$ cat src/rtl/if_prefetch.sv
// Instruction-fetch front end: byte-serial reads assembled into 32-bit words,
// queued as {pc, inst} pairs for the decode stage.
module if_prefetch #(
  parameter int          DEPTH    = 4,
  parameter logic [31:0] RESET_PC = 32'h0
) (
  input  logic        clk,
  input  logic        rst,
  input  logic        rdy_in,
  input  logic        flush_i,
  input  logic [31:0] flush_pc_i,
  output logic        mem_req_o,
  output logic [31:0] mem_addr_o,
  input  logic        mem_gnt_i,
  input  logic [7:0]  mem_din_i,
  input  logic        ready_i,
  output logic        valid_o,
  output logic [31:0] pc_o,
  output logic [31:0] inst_o,
  output logic        stall_req_o
);

  localparam int AW = $clog2(DEPTH);
  localparam int CW = AW + 1;

  logic [31:0]   fetch_pc;
  logic [1:0]    byte_idx;
  logic          pend;
  logic [1:0]    pend_idx;
  logic [23:0]   asm_lo;

  logic [31:0]   pc_mem   [DEPTH];
  logic [31:0]   inst_mem [DEPTH];
  logic [AW-1:0] wr_ptr;
  logic [AW-1:0] rd_ptr;
  logic [CW-1:0] count;

  logic          flush_take;
  logic          full;
  logic          grant;
  logic          capture;
  logic          push;
  logic          pop;

  assign flush_take = flush_i & rdy_in;
  assign full       = (count == CW'(DEPTH));
  assign valid_o    = (count != '0);

  assign mem_req_o  = rst & rdy_in & ~flush_i & ~full;
  assign mem_addr_o = fetch_pc + {30'd0, byte_idx};

  assign grant   = mem_req_o & mem_gnt_i;
  assign capture = pend & ~flush_take;
  assign push    = capture & (pend_idx == 2'd3);
  assign pop     = ready_i & valid_o & rdy_in & ~flush_take;

  assign pc_o        = valid_o ? pc_mem[rd_ptr]   : '0;
  assign inst_o      = valid_o ? inst_mem[rd_ptr] : '0;
  assign stall_req_o = ~valid_o;

  always_ff @(posedge clk or negedge rst) begin
    if (!rst) begin
      fetch_pc <= RESET_PC;
      byte_idx <= '0;
      pend     <= 1'b0;
      pend_idx <= '0;
    end else begin
      pend <= grant;
      if (grant)
        pend_idx <= byte_idx;
      // fetch_pc steps at the last grant so the next word's
      // byte 0 can issue back-to-back
      if (flush_take) begin
        fetch_pc <= flush_pc_i;
        byte_idx <= '0;
      end else if (grant) begin
        byte_idx <= byte_idx + 2'd1;
        if (byte_idx == 2'd3)
          fetch_pc <= fetch_pc + 32'd4;
      end
    end
  end

  always_ff @(posedge clk or negedge rst) begin
    if (!rst) begin
      asm_lo <= '0;
    end else if (flush_take) begin
      asm_lo <= '0;
    end else if (capture) begin
      unique case (1'b1)
        (pend_idx == 2'd0): asm_lo[7:0]   <= mem_din_i;
        (pend_idx == 2'd1): asm_lo[15:8]  <= mem_din_i;
        (pend_idx == 2'd2): asm_lo[23:16] <= mem_din_i;
        (pend_idx == 2'd3): ;
      endcase
    end
  end

  always_ff @(posedge clk or negedge rst) begin
    if (!rst) begin
      wr_ptr <= '0;
      rd_ptr <= '0;
      count  <= '0;
    end else if (flush_take) begin
      wr_ptr <= '0;
      rd_ptr <= '0;
      count  <= '0;
    end else begin
      if (push)
        wr_ptr <= wr_ptr + AW'(1);
      if (pop)
        rd_ptr <= rd_ptr + AW'(1);
      if (push && !pop)
        count <= count + CW'(1);
      else if (pop && !push)
        count <= count - CW'(1);
    end
  end

  // fetch_pc already points past the word whose last byte lands now
  always_ff @(posedge clk) begin
    if (push) begin
      pc_mem[wr_ptr]   <= fetch_pc - 32'd4;
      inst_mem[wr_ptr] <= {mem_din_i, asm_lo};
    end
  end

  a_count_range: assert property (
    @(posedge clk) disable iff (!rst)
    count <= CW'(DEPTH));

  a_no_overflow: assert property (
    @(posedge clk) disable iff (!rst)
    !(push && full && !pop));

endmodule

$ cat config.mk
export PLATFORM = sky130hd
export DESIGN_NAME = if_prefetch
export DESIGN_NICKNAME = d
export VERILOG_FILES = /design/src/rtl/if_prefetch.sv
export SDC_FILE = /design/constraint.sdc
export NUM_CORES = 1
export LEC_CHECK = 0
export ABC_AREA = 1
export BUFFER_PORTS_ARGS = -buffer_cell sky130_fd_sc_hd__buf_2
export CORE_MARGIN = 5
export CORE_UTILIZATION = 57
export CTS_CLUSTER_DIAMETER = 30
export CTS_CLUSTER_SIZE = 10
export DETAILED_ROUTE_END_ITERATION = 8
export PLACE_DENSITY = 0.76
export SETUP_SLACK_MARGIN = 0.02
export SKIP_CTS_REPAIR_TIMING = 1
export SYNTH_ARGS = -nofsm -noshare
export SYNTH_HDL_FRONTEND = slang
export SYNTH_SLANG_ARGS = --single-unit
$ cat constraint.sdc
create_clock -name clk -period 8.6 [get_ports clk]
set_input_delay 0.86 -clock clk [delete_from_list [all_inputs] [get_ports clk]]
set_output_delay 0.86 -clock clk [all_outputs]
set_load 0.01 [all_outputs]
Word level (Yosys, flattened, before mapping):

Memory sizes are Yosys's and may differ from the RTL's.
Index checks and enable logic that the tools add are counted.

* register bits: 68
* bits in writable memories: 256
* input bits: 46
* output and inout bits: 99
* logic and storage cells: 79
* memories kept: 2

* add/sub/neg operators: 8
* equality and inequality tests: 5
* muxes and demuxes: 21
* bitwise gates (word level): 14
* reductions and logical operators: 19

Memory list
* inst_mem: depth 4, bits a word 32, read ports 1, clocked after memory_dff 0, write ports 1, line 33 `logic [31:0] inst_mem [DEPTH];`
* pc_mem: depth 4, bits a word 32, read ports 1, clocked after memory_dff 0, write ports 1, line 32 `logic [31:0] pc_mem [DEPTH];`

Operators by type and width (count)
* two-way mux 32 bit: 5
* two-way mux 24 bit: 2
* adder 32 x 2 -> 32 bit: 1
* adder 32 x 3 -> 32 bit (second input constant): 1
* subtractor 32 x 3 -> 32 bit (second input constant): 1
* two-way mux 8 bit: 3
* nonzero test 2 bit: 8
* two-way mux 2 bit: 6
* bitwise AND 1 bit: 10
* two-way mux 3 bit: 3
* AND reduction 2 bit: 4
* adder 2 x 1 -> 2 bit (second input constant): 3
* equality test 2 bit (second input constant): 3
* nonzero test 3 bit: 2
* NOT 1 bit: 4
* adder 3 x 1 -> 3 bit (second input constant): 1
* equality test 3 bit (second input constant): 1
* subtractor 3 x 1 -> 3 bit (second input constant): 1
* equality test 2 x 1 -> 1 bit (second input constant): 1
* logical AND 1 bit: 2
* zero test 1 bit: 2
* zero test 2 bit: 1
* two-way mux 1 bit: 2

Logic depth before layout (Yosys ltp):

Gate-level depths: netlist (run 1).

* depth after elaboration: 9
* depth in mapped cells: 12
* depth with buffers taken out: 12

Worst setup path before layout (run 1):

Ideal clock, no wire load.

* path type: in2reg
* start: input port rdy_in
* end: memory inst_mem[0][0], enable pin
* setup time: 486 ps
* data arrival time: 4033 ps
* required time: 8114 ps
* setup slack: 4080 ps
* stages on the path: 5
* buffers on the path: 0
* cell sequence: nand2_1 inv_2 nor3_4 inv_2 nor2_1

* cells in the longest elaborated chain, start to end: 6

Ends and longest elaborated chain
* start, declared: line 9 `input logic rdy_in,`
* bitwise AND 1 bit: line 45 `assign flush_take = flush_i & rdy_in;`
* NOT 1 bit: line 53 `assign capture = pend & ~flush_take;`
* bitwise AND 1 bit: line 53
* bitwise AND 1 bit: line 54 `assign push = capture & (pend_idx == 2'd3);`
* two-way mux 1 bit: line 122 `if (push) begin`
* two-way mux 1 bit (implied by the code): line 124 `inst_mem[wr_ptr] <= {mem_din_i, asm_lo};`
* end, declared: line 33

No other way between the ends.

Worst setup path in the final report (run 1):

* start: register rd_ptr[0]
* end: output port pc_o[6]

* cells in the longest elaborated chain, start to end: 2

Ends and longest elaborated chain
* start, declared: line 35 `logic [AW-1:0] rd_ptr;`
* start signal, assigned: line 112 `rd_ptr <= rd_ptr + AW'(1);`
* memory read (4 x 32 bit)
* two-way mux 32 bit: line 57 `assign pc_o = valid_o ? pc_mem[rd_ptr] : '0;`
* end, declared: line 18 `output logic [31:0] pc_o,`

No other way between the ends.

==> results of run 1 <==
[registers in the layout, indices dropped and copies added (netlist names)]
signal and count:
inst_mem 128, pend_idx 2, pend 1, pc_mem 128, asm_lo 24, fetch_pc 32, rd_ptr 2, count 3
byte_idx 2, wr_ptr 2
[worst reg2reg max path: stages, from the launching register on]
cell	delay, ns
dfrtp_1	0.43
inv_2	0.20
ha_1	0.30
nand2_1	0.12
inv_1	0.11
nand2_2	0.09
nor2_2	0.17
nand2_2	0.09
nor2_2	0.10
xor2_1	0.46
[worst max-delay path by stage]
stage               startpoint  depth (start not counted)  slack [ns]             end
global placement     rd_ptr[0]                          5        5.20         pc_o[6]
CTS                  rd_ptr[0]                          5        4.49       inst_o[7]
detailed placement   rd_ptr[0]                          5        5.12         pc_o[8]
floorplan               rdy_in                          5        4.08  inst_mem[0][0]
finish               rd_ptr[0]                          5        4.51         pc_o[6]
global route         rd_ptr[0]                          5        4.30         pc_o[8]
[metrics by stage]
| step | hold WS, ns | cell area (µm²) | worst slack [ns] | util (%) | total power [mW] |
|---|---|---|---|---|---|
| finish | 0.242 | 17800 | 4.51 | 68.2 | 5.34 |
| global route | 0.255 | 17800 | 4.30 | 68.2 | 5.60 |
| CTS | 0.239 | 17800 | 4.49 | 68.2 | 5.37 |
| detailed placement | 0.480 | 15900 | 5.12 | 61.0 | 3.20 |
| global placement | 0.473 | 15900 | 5.20 | 61.0 | 3.17 |
| floorplan | 0.453 | 15100 | 4.08 | - | 2.73 |
[power by group through the flow]
| stage | registers, mW | clock network, mW | logic [mW] |
|---|---|---|---|
| 3_3_place_gp | 1.93 | 0 | 1.24 |
| 6_report | 1.91 | 2.16 | 1.27 |
| 3_5_place_dp | 1.94 | 0 | 1.27 |
| 2_1_floorplan | 1.86 | 0 | 0.873 |
| 4_1_cts | 1.91 | 2.18 | 1.28 |
| 5_1_grt | 1.92 | 2.27 | 1.41 |
[cells in the mapped netlist (2+ instances only)]
cell and number:
buf_1 4, nor3_1 4, mux2_2 24, o21ai_0 144, nand3_1 61, xnor2_1 6, inv_1 71, ha_1 9
nor2_4 7, buf_2 35, nand2_4 2, buf_4 7, nor2_2 14, buf_6 11, nand4_1 3, nor2_1 357
inv_2 7, nand2_2 9, fa_1 2, clkbuf_1 24, nand3_2 2, o211ai_1 8, xor2_1 56, dfrtp_1 68
o21ai_1 2, edfxtp_1 256, a21oi_1 68, nand2_1 218
[cells by family after synthesis]
logic type	after synthesis
compound gates	226
mux	24
simple gates	682
flops	324
xor+xnor	62
fa+ha+maj	11
buf+inv	159
[cell type report]
type                    instances  area [µm²]
clock buffers                  64        1460
repair buffers                155         803
multi-input cells            1005        4980
flip-flops and latches        324        9390
clock inverters                41         424
well taps                     335         419
inverters                      78         293
fillers                      1925        8280
[metal layers]
metal	vias to the layer above	global-route usage (%)
met3	70	4.39
met5	-	0
li1	5258	-
met2	505	41.1
met4	0	7.89
met1	5375	32.5
==> flow_summary.toml, run 1 <==
[route]
vias = 11208
drcViolationCount = 0
route.met2.wl_um = 18100
wl_per_cell_um = 18.4
highest_layer = "met4"
drt_iter0_drc = 1072
drtAntennaViolNets = 0
vias_per_cell = 5.60
wl_met3_um = 2910
dr.pass1.iters = 7
wl_met1_um = 15000
wirelength_um = 36800

[logic_synthesis]
yosys_warnings = 0
synthSimpleGateAreaFrac_pct = 18.7
synth_edf_count = 256
synth_cell_types = 37
synthAdderAreaFrac_pct = 1.01
yosysSeqAreaShare_pct = 62.2
synth.area.top_cells = "edfxtp_1 51%, dfrtp_1 11%, nor2_1 8.9%"
muxShareOfSynthArea_pct = 1.79
synth_flop_cell = "edfxtp_1"
syn_avg_cell_area_um2 = 10.1
async_flop_share_pct = 21.0
synth_compound_area_share_pct = 7.69
synth_xor_area_share_pct = 3.60
synthCells = 1488
synth_top_family_by_area = "simple AND/OR/NAND/NOR gates"
synth_top_area_share_pct = 50.9
syn_nets = 1545
synth_top_area_cell = "edfxtp_1"
synth_seq_cells = 324
syn_area_um2 = 15100

[setup_path]
reg2reg_depth = 9
critPathArrivalTime_ns = 3.23
cp_num_buf_inv = 3
cp-end-kind = "primary output"
cp_max_fo = 90
crit_required_ns = 7.74
cp_top_family = "buffers and inverters"
r2r-start = "fetch_pc[2]"
path_class = "reg2out"
r2r-end = "pc_mem[1][26]"
crit_chain = "inv_2, buf_4, o21ai_0, a21oi_1, buf_2"
slowest_delay_ns = 0.74
r2r_slack_ns = 6.27
startpoint_type = "register"
slowest_stage = "buf_4"

[power]
sequentialPowerShare_pct = 35.8
clkPwrFrac_pct = 40.5
internal-power_mw = 3.63
power.share.switching_pct = 32.2
p_per_area_nw_per_um2 = 301
p_switching_mw = 1.72
comb_power_share_pct = 23.7
vdd_ir_drop_max_mv = 0.210
leakage_nw = 7.05

[cts]
htreeDepth = 2
cts_buffer_depth = 3
clk_pin_slew_ns = 0.05
cts_tree = "built"
numCtsBuffers = 56
root_buffer = "clkbuf_16"
clk_latency_ns = 0.57
clkSinkCount = 324

[sta]
finalHoldViolCount = 0
tightest_slew_ns = 1.04
tns_ns = 0
finClkSkew_ns = 0.0180
maxSlewHeadroom_pct = 30.9
maxSlewViolCount = 0
period_needed_ns = 4.09
rsz0062_at_grt = "false"
setup_viol = 0
period_share_pct = 47.5
fmax_mhz = 245

[layout]
final_common_cell = "nor2_1"
final_cells = 2002
fin_nets = 1677
area_delta_synth_final_pct = 17.8
antenna_cells = 0
drive_gt1_share_pct = 19.3
mostFrequentLayoutCells = "353 x nor2_1, 256 x edfxtp_1, 218 x nand2_1"

[floorplanning]
rows = 59
core_region_area_um2 = 26100
start_util_pct = 57.9
die_w_um = 173
die-area_um2 = 29800
chipHeight_um = 173
io_pins = 145

[global_route]
grt_usage_pct = 24.4
grt_pass1_wl_um = 59400
grt_pass1_vias = 11372
grt_start_max_net_pins = 95
grt_overflow = 0
antenna_found_initial = 0

[place]
placed_cells = 1897
place_congestion = 0.985
dp_hpwl_um = 22600
portBuffers = 144

[flow_run]
cap_violations = 0

[status]
status = "complete, no violations"

[min_path]
min-delay-path-class = "in2async"
(Power assumes the default switching activity.)
==> inputs of run 2 (changes only) <==
==> constraint.sdc (replaced) <==
create_clock -name clk -period 3.8 [get_ports clk]
set_input_delay 0.38 -clock clk [delete_from_list [all_inputs] [get_ports clk]]
set_output_delay 0.38 -clock clk [all_outputs]
set_load 0.01 [all_outputs]
==> run 2 against run 1 <==
Effect of this change: clock power increased by 120%; clock-buffer cell count decreased by 1; final area about the same.
==> flow_summary.toml, run 2 (synthesis gave the netlist of run 1 again) <==
[status]
status = "complete, no violations"

[sta]
setup_slack_ns = 0.641
fmax_mhz = 317
maxSlewHeadroom_pct = 33.0
period_share_pct = 83.1
tightest_slew_ns = 1.00
hold_slack_ns = 0.0339
maxSlewViolCount = 0
finalHoldViolCount = 0
rsz0062_at_grt = "false"
period_needed_ns = 3.16
setup_viol = 0
tns_ns = 0
finClkSkew_ns = 0.0203

[place]
dp_hpwl_um = 23200
portBuffers = 144
place_congestion = 0.990
placed_cells = 1901
pre_cts_ws_ns = 1.26
dpl-instance-area_um2 = 16000

[global_route]
antenna_found_initial = 0
grt_overflow = 0
grt_usage_pct = 24.4
grt_pass1_vias = 11267
grt_pass1_wl_um = 59400
grt_start_max_net_pins = 82

[cts]
clkSinkCount = 324
numCtsBuffers = 54
htreeDepth = 2
root_buffer = "clkbuf_16"
clk_latency_ns = 0.56
cts_tree = "built"
cts_buffer_depth = 3
clk_pin_slew_ns = 0.05

[floorplanning]
die-area_um2 = 29800
chipHeight_um = 173
io_pins = 145
start_util_pct = 57.9
rows = 59
die_w_um = 173
core_region_area_um2 = 26100

[power]
p_total_mw = 11.9
p_per_area_nw_per_um2 = 672
leakage_nw = 7.05
vdd_ir_drop_max_mv = 0.497

[setup_path]
cp-startpoint = "fetch_pc[0]"
cp_num_buf_inv = 1
cp-end-kind = "primary output"
r2r-end = "pc_mem[3][30]"
critPathArrivalTime_ns = 2.78
cp_common_cell = "nand2_1"
slowest_delay_ns = 0.54
cp_max_fo = 15
slowest_stage = "fa_1"
cp.depth = 7
cp_top_family = "adder cells"
crit_end = "mem_addr_o[24]"
path_class = "reg2out"
crit_chain = "ha_1, fa_1, nand2_1, nor2_1, nand2_1, xor2_1, buf_2"
startpoint_type = "register"
reg2reg_depth = 5
r2r-start = "pend_idx[1]"
crit_required_ns = 3.42
r2r_slack_ns = 1.48

[route]
vias = 11211
drtAntennaViolNets = 0
drcViolationCount = 0
wl_per_cell_um = 18.6
wirelength_um = 37200
vias_per_cell = 5.59
drt_iter0_drc = 975
dr.pass1.iters = 5

[layout]
final_cells = 2004
mostFrequentLayoutCells = "353 x nor2_1, 256 x edfxtp_1, 218 x nand2_1"
fin_area_um2 = 17800
reg.largest.list = "inst_mem (128), pc_mem (128), fetch_pc (32)"
final_common_cell = "nor2_1"
postLayoutCoreUtil_pct = 68.2
antenna_cells = 0
fin_nets = 1680
area_delta_synth_final_pct = 17.8
drive_gt1_share_pct = 19.6

[min_path]
min_from = "flush_pc_i[1]"
min-delay-path-class = "in2reg"

[flow_run]
cap_violations = 0
==> run 2: changes by cell type in the layout (fill, tap and decap cells not counted) <==
cell           change
dlygate4sd3_1      +1
clkinv_1           -5
clkbuf_8           +2
bufinv_16          -2
clkinvlp_4         -2
inv_16             -2
clkinv_2           +4
buf_4              -1
inv_6              +4
clkinv_8           +1
clkbuf_16          -3
buf_12             +5
==> run 2: worst reg2reg max path, stage by stage (launching register included) <==
cell and delay (ns):
dfrtp_1 0.40, inv_1 0.11, nor3_4 0.29, inv_2 0.17
nor2_4 0.61, buf_12 0.35
==> run 2: worst min-delay path by stage <==
| stage | cells after the start | slack (ns) | to |
|---|---|---|---|
| 2_1_floorplan | 0 | 0.08 | asm_lo[0] |
| 3_5_place_dp | 1 | 0.29 | fetch_pc[23] |
| 3_3_place_gp | 1 | 0.29 | fetch_pc[23] |
| 5_1_grt | 3 | 0.04 | fetch_pc[1] |
| 6_report | 3 | 0.03 | fetch_pc[1] |
| 4_1_cts | 1 | -0.28 | fetch_pc[23] |
==> run 2: where the power goes <==
| part | leakage (nW) | internal, mW | total [mW] | switching [mW] |
|---|---|---|---|---|
| clock network | 0.862 | 2.96 | 4.65 | 1.69 |
| registers | 3.16 | 4.06 | 4.34 | 0.284 |
| logic | 3.03 | 1.01 | 2.95 | 1.94 |
| total | 7.05 | 8.03 | 11.9 | 3.92 |
==> run 2: cell type report <==
| cell class | instances | area, µm² |
|---|---|---|
| fillers | 1917 | 8290 |
| repair buffers | 160 | 906 |
| inverters | 78 | 293 |
| clock inverters | 39 | 362 |
| clock buffers | 63 | 1420 |
| flip-flops and latches | 324 | 9390 |
| multi-input cells | 1005 | 4980 |
| well taps | 335 | 419 |
==> run 2: metal layers <==
metal,GRT usage (%),routed length [µm]
met5,0,0
met4,7.73,722
met3,4.91,3110
met2,40.1,18000
met1,33.2,15400
